### config.mk
export PLATFORM = sky130hd
export DESIGN_NAME = sdram_avalon_arbiter
export DESIGN_NICKNAME = d
export VERILOG_FILES = /design/src/rtl/sdram_avalon_arbiter.sv
export SDC_FILE = /design/constraint.sdc
export NUM_CORES = 1
export LEC_CHECK = 0
export BUFFER_PORTS_ARGS = -buffer_cell sky130_fd_sc_hd__buf_2
export CAP_MARGIN = 10
export CORE_MARGIN = 2
export CORE_UTILIZATION = 33
export DETAILED_ROUTE_END_ITERATION = 8
export PLACE_DENSITY = 0.88
export SLEW_MARGIN = 0
export SYNTH_ARGS = -nofsm -noshare
export SYNTH_HDL_FRONTEND = slang
export SYNTH_SLANG_ARGS = --single-unit
### constraint.sdc
create_clock -name clk_clk -period 2.62 [get_ports clk_clk]
set_input_delay 0.262 -clock clk_clk [delete_from_list [all_inputs] [get_ports clk_clk]]
set_output_delay 0.262 -clock clk_clk [all_outputs]
set_load 0.05 [all_outputs]
### src/rtl/sdram_avalon_arbiter.sv
// Round-robin two-master Avalon-MM arbiter for one SDRAM slave. It adds zero cycles, and the grant holds while s_waitrequest stalls.
// Backpressure: a master is stalled when not granted, when the slave stalls, or when it reads while the tag FIFO is full and nothing pops.
module sdram_avalon_arbiter #(
    parameter int ADDR_W   = 25,
    parameter int DATA_W   = 16,
    parameter int BE_W     = 2,
    parameter int MAX_PEND = 4
) (
    input  logic              clk_clk,
    input  logic              reset_reset_n,

    input  logic [ADDR_W-1:0] m0_address,
    input  logic              m0_read,
    input  logic              m0_write,
    input  logic [DATA_W-1:0] m0_writedata,
    input  logic [BE_W-1:0]   m0_byteenable,
    output logic              m0_waitrequest,
    output logic [DATA_W-1:0] m0_readdata,
    output logic              m0_readdatavalid,

    input  logic [ADDR_W-1:0] m1_address,
    input  logic              m1_read,
    input  logic              m1_write,
    input  logic [DATA_W-1:0] m1_writedata,
    input  logic [BE_W-1:0]   m1_byteenable,
    output logic              m1_waitrequest,
    output logic [DATA_W-1:0] m1_readdata,
    output logic              m1_readdatavalid,

    output logic [ADDR_W-1:0] s_address,
    output logic              s_read,
    output logic              s_write,
    output logic [DATA_W-1:0] s_writedata,
    output logic [BE_W-1:0]   s_byteenable,
    input  logic              s_waitrequest,
    input  logic [DATA_W-1:0] s_readdata,
    input  logic              s_readdatavalid,

    output logic              err_orphan
);

    localparam int PTR_W = $clog2(MAX_PEND);
    localparam int CNT_W = PTR_W + 1;
    localparam logic [CNT_W-1:0] FULL_CNT = CNT_W'(MAX_PEND);

    typedef enum logic {ST_ARB, ST_HOLD} state_t;

    state_t              r_state;
    state_t              w_state_nxt;
    logic                r_gnt;
    logic                r_rr_ptr;
    logic [MAX_PEND-1:0] r_tag;
    logic [PTR_W-1:0]    r_wr_ptr;
    logic [PTR_W-1:0]    r_rd_ptr;
    logic [CNT_W-1:0]    r_count;
    logic                r_err_orphan;

    logic w_gnt;
    logic w_gnt_vld;
    logic w_full;
    logic w_pop;
    logic w_push;
    logic w_rd_ok;
    logic w_req0;
    logic w_req1;
    logic w_sel_read;
    logic w_accept;
    logic w_head;

    assign w_full  = (r_count == FULL_CNT);
    assign w_pop   = s_readdatavalid && (r_count != '0);
    // A full FIFO still takes a read when a return frees a slot in the same cycle.
    assign w_rd_ok = !w_full || w_pop;
    assign w_req0  = m0_write || (m0_read && w_rd_ok);
    assign w_req1  = m1_write || (m1_read && w_rd_ok);

    always_comb begin
        w_state_nxt = r_state;
        w_gnt       = r_rr_ptr;
        w_gnt_vld   = 1'b0;
        case (r_state)
            ST_ARB: begin
                if (w_req0 && w_req1) begin
                    w_gnt     = r_rr_ptr;
                    w_gnt_vld = 1'b1;
                end else if (w_req0) begin
                    w_gnt     = 1'b0;
                    w_gnt_vld = 1'b1;
                end else if (w_req1) begin
                    w_gnt     = 1'b1;
                    w_gnt_vld = 1'b1;
                end
                if (w_gnt_vld && s_waitrequest) begin
                    w_state_nxt = ST_HOLD;
                end
            end
            ST_HOLD: begin
                w_gnt     = r_gnt;
                w_gnt_vld = 1'b1;
                if (!s_waitrequest) begin
                    w_state_nxt = ST_ARB;
                end
            end
            default: w_state_nxt = ST_ARB;
        endcase
    end

    assign w_sel_read   = w_gnt ? m1_read : m0_read;
    assign s_read       = w_gnt_vld && w_sel_read;
    assign s_write      = w_gnt_vld && (w_gnt ? m1_write : m0_write);
    assign s_address    = w_gnt ? m1_address    : m0_address;
    assign s_writedata  = w_gnt ? m1_writedata  : m0_writedata;
    assign s_byteenable = w_gnt ? m1_byteenable : m0_byteenable;

    assign w_accept       = w_gnt_vld && !s_waitrequest;
    assign w_push         = w_accept && w_sel_read;
    assign m0_waitrequest = !(w_accept && !w_gnt);
    assign m1_waitrequest = !(w_accept && w_gnt);

    assign w_head           = r_tag[r_rd_ptr];
    assign m0_readdata      = s_readdata;
    assign m1_readdata      = s_readdata;
    assign m0_readdatavalid = w_pop && !w_head;
    assign m1_readdatavalid = w_pop && w_head;
    assign err_orphan       = r_err_orphan;

    always_ff @(posedge clk_clk or negedge reset_reset_n) begin
        if (!reset_reset_n) begin
            r_state  <= ST_ARB;
            r_gnt    <= 1'b0;
            r_rr_ptr <= 1'b0;
        end else begin
            r_state <= w_state_nxt;
            r_gnt   <= w_gnt;
            if (w_accept) begin
                r_rr_ptr <= !w_gnt;
            end
        end
    end

    // Tag FIFO: one bit per outstanding read naming the issuing master, in issue order.
    always_ff @(posedge clk_clk or negedge reset_reset_n) begin
        if (!reset_reset_n) begin
            r_tag        <= '0;
            r_wr_ptr     <= '0;
            r_rd_ptr     <= '0;
            r_count      <= '0;
            r_err_orphan <= 1'b0;
        end else begin
            if (w_push) begin
                r_tag[r_wr_ptr] <= w_gnt;
                r_wr_ptr        <= r_wr_ptr + PTR_W'(1);
            end
            if (w_pop) begin
                r_rd_ptr <= r_rd_ptr + PTR_W'(1);
            end
            case ({w_push, w_pop})
                2'b10:   r_count <= r_count + CNT_W'(1);
                2'b01:   r_count <= r_count - CNT_W'(1);
                default: r_count <= r_count;
            endcase
            if (s_readdatavalid && (r_count == '0)) begin
                r_err_orphan <= 1'b1;
            end
        end
    end

endmodule

==> run metrics <==
status complete, but fails checks; failing checks setup timing; Max FO, Critical Path 20; clock-pin slew of the registers on the worst-case setup and hold paths around 60 ps; asr flop ratio synth 100%; DRT Pass-1 Iters 4; drt via density between 4 and 5; CP startpoint r_count[1]; number of stages on the worst setup path 7; Setup crit end kind primary output; worst path arrival time 2510 ps; Post-Syn Instances 178; leakage 1.47 nW; crit-path max cell delay 560 ps; most frequent cells after synthesis 39 x mux2_4, 32 x buf_4, 15 x dfrtp_1; Power Total 2.37 mW; WP data required 2360 ps; CTS tree built; Relative slew margins 74.5%; initial antenna violation count 0; Area contributors post-synth mux2_4 31%, dfrtp_1 20%, buf_4 13%, mux2_1 3.6%, ha_1 3.3%; number of remaining DRC errors 0; WL/cell roughly 17 µm; Worst Setup Path Type reg -> out; sequential area share after synthesis 19.9%; Finished Layout Cells 368; worst hold path stage count 2; most common cell in the netlist mux2_4; Setup WS post-layout -154 ps; area grow syn2layout 43.5%; Site Rows 27; grt ovf 0; Synth Register Bits 15; die area between 0.006 and 0.007 mm²; worst r2r src r_count[1]; Placed Cells approximately 360; gr usage total 18.0%; initial drt markers 34; Post-DP Area 0.00251 mm²; Clock Root Buffer clkbuf_8; largest area contributor in the netlist mux2_4; final layout net count 412; skew final 2.84 ps; top cell family by delay on the critical path simple AND/OR/NAND/NOR gates; Synth top area share a little under a third; Syn Area/Cell 10.6 µm²; reg2reg end r_count[2]; synth unique cells 36; cell breakdown of the critical path or4b_4 > a21oi_2 > nor2_1 > o31a_2 > buf_12 > mux2_4 > buf_4; power per standard cell area around 880 mW/mm²; CP max-delay cell or4b_4; crit start category flip-flop; worst path bufs/invs 2; IO Count about 190; endpoints failing hold 0; FF-to-FF path depth 13; actual slew at the worst max-slew pin 382 ps; post-route ant nets 0; Clock Tree Buf Depth 2; fin crit share 106%; number of synthesized flops with an enable pin 0; prevailing post-synth register cell dfrtp_1; VDD IR max 0.641 mV; core region area 0.00551 mm²; clk_lat worst skew 250 ps; TNS Setup -5920 ps; Routability Congestion 0.878; Setup-failing EPs final 45; Die Y slightly below 80 µm; Via Count 1737; Tmin final 2770 ps; H-tree depth 1; vias in the first global route around 1800; design area 0.00271 mm²; min-delay worst type in -> reg; max-cap violations 0; worst hold margin 254 ps; number of I/O port buffers 143; sinks on the clock net 15; Ys Warns 0; largest net degree at the start of global routing 27; Post-Syn Area 0.00189 mm²; layout cells sized above 1 70.5%; Slew Viols, Final 0; Post-Route WL 6110 µm; CTS buffer count 3; wire length of the first global-routing pass 8830 µm; Die Wd between 70 and 80 µm; f_max 360 MHz; DP Wirelength 5020 µm; initial core utilization 34.2%; Syn Nets 294; critical path endpoint s_address[8]; R2R Setup Slk -60 ps; RSZ-0062 raised after global routing true
==> what timing repair did <==
action | CTS | global route
setup endpoints to repair | 47 | 48
gates resized for setup | 48 | 6
buffers inserted | 1 | 0
hold endpoints to repair | 15 | 0
pin swaps | 2 | 0
hold buffers | 1 | 0
==> cells in the final DEF (no fill, tap or decap), drive strengths merged, types with 2 or more instances in the layout <==
cell type	netlist	layout
o21ai	2	2
ha	5	5
a32o	4	4
xor2	2	2
nor2b	2	2
nor2	6	6
clkbuf	3	4
inv	12	12
buf	39	154
nand3	4	4
dfrtp	15	15
nor4	2	2
and2	2	2
a21o	2	2
mux2	45	45
xnor2	4	4
mux2i	3	3
a21oi	8	8
nand2	6	6
==> how the worst min path moves through the flow <==
stage                    startpoint     endpoint
floorplan             reset_reset_n   err_orphan
global placement      reset_reset_n  r_wr_ptr[1]
detailed placement    reset_reset_n  r_wr_ptr[1]
CTS                 s_readdatavalid   err_orphan
global route        s_readdatavalid   err_orphan
finish              s_readdatavalid   err_orphan
==> per-stage QoR <==
stage               setup slack, ps  util, %
floorplan                      1.94        -
global placement              -87.6     45.6
detailed placement             -127     45.6
CTS                            -156     48.9
global route                   -231     49.1
finish                         -154     49.1
==> worst reg2reg max path, cell delays in order, from the launching register on <==
cell and delay, ps:
dfrtp_1 370, or4b_4 560, buf_4 180, buf_4 140
nand2_1 60, o2111ai_1 100, and3_4 190, inv_1 50
ha_2 160, inv_1 60, fa_2 340, xor2_1 150
nor2_1 110, xor2_1 140
==> layer usage <==
layer  GRT usage, %  vias up  routed length [µm]
li1               -      818                   -
met1           21.7      830                2440
met2           30.5       82                2960
met3           7.47        7                 671
met4           2.76        0                  41
met5              0        -                   0
==> kinds of logic (layout without fill, tap and decap cells) <==
family                   after synthesis  in the layout  share of synthesized area [%]
AND/OR/NAND/NOR                       27             27                           7.30
adder cells (fa/ha/maj)                6              6                           4.38
other                                  0              1                              0
buffers and inverters                 54            171                           19.2
multiplexers                          49             49                           37.4
AO/OA/AOI/OAI                         21             21                           8.96
flip-flops                            15             15                           19.9
XOR/XNOR                               6              6                           2.79
==> power breakdown <==
group          internal (mW)  total [mW]  switching, mW
combinational          0.738        1.77           1.03
sequential             0.340       0.417         0.0772
clock                  0.108       0.185         0.0775
total                   1.19        2.37           1.19
==> cell type report <==
cell class | count | area, µm²
fillers | 497 | 2800
multi-input cells | 109 | 1190
repair buffers | 155 | 956
flip-flops and latches | 15 | 375
well taps | 72 | 90.1
clock buffers | 4 | 45.0
inverters | 12 | 45.0
diodes | 1 | 2.50
==> state kept, by name, summed over array words and instances (netlist names) <==
register / cells
r_rr_ptr: 1
r_rd_ptr: 2
r_count: 3
r_tag: 4
err_orphan: 1
r_gnt: 1
r_wr_ptr: 2
r_state: 1
Power figures use the tool's default switching activity.
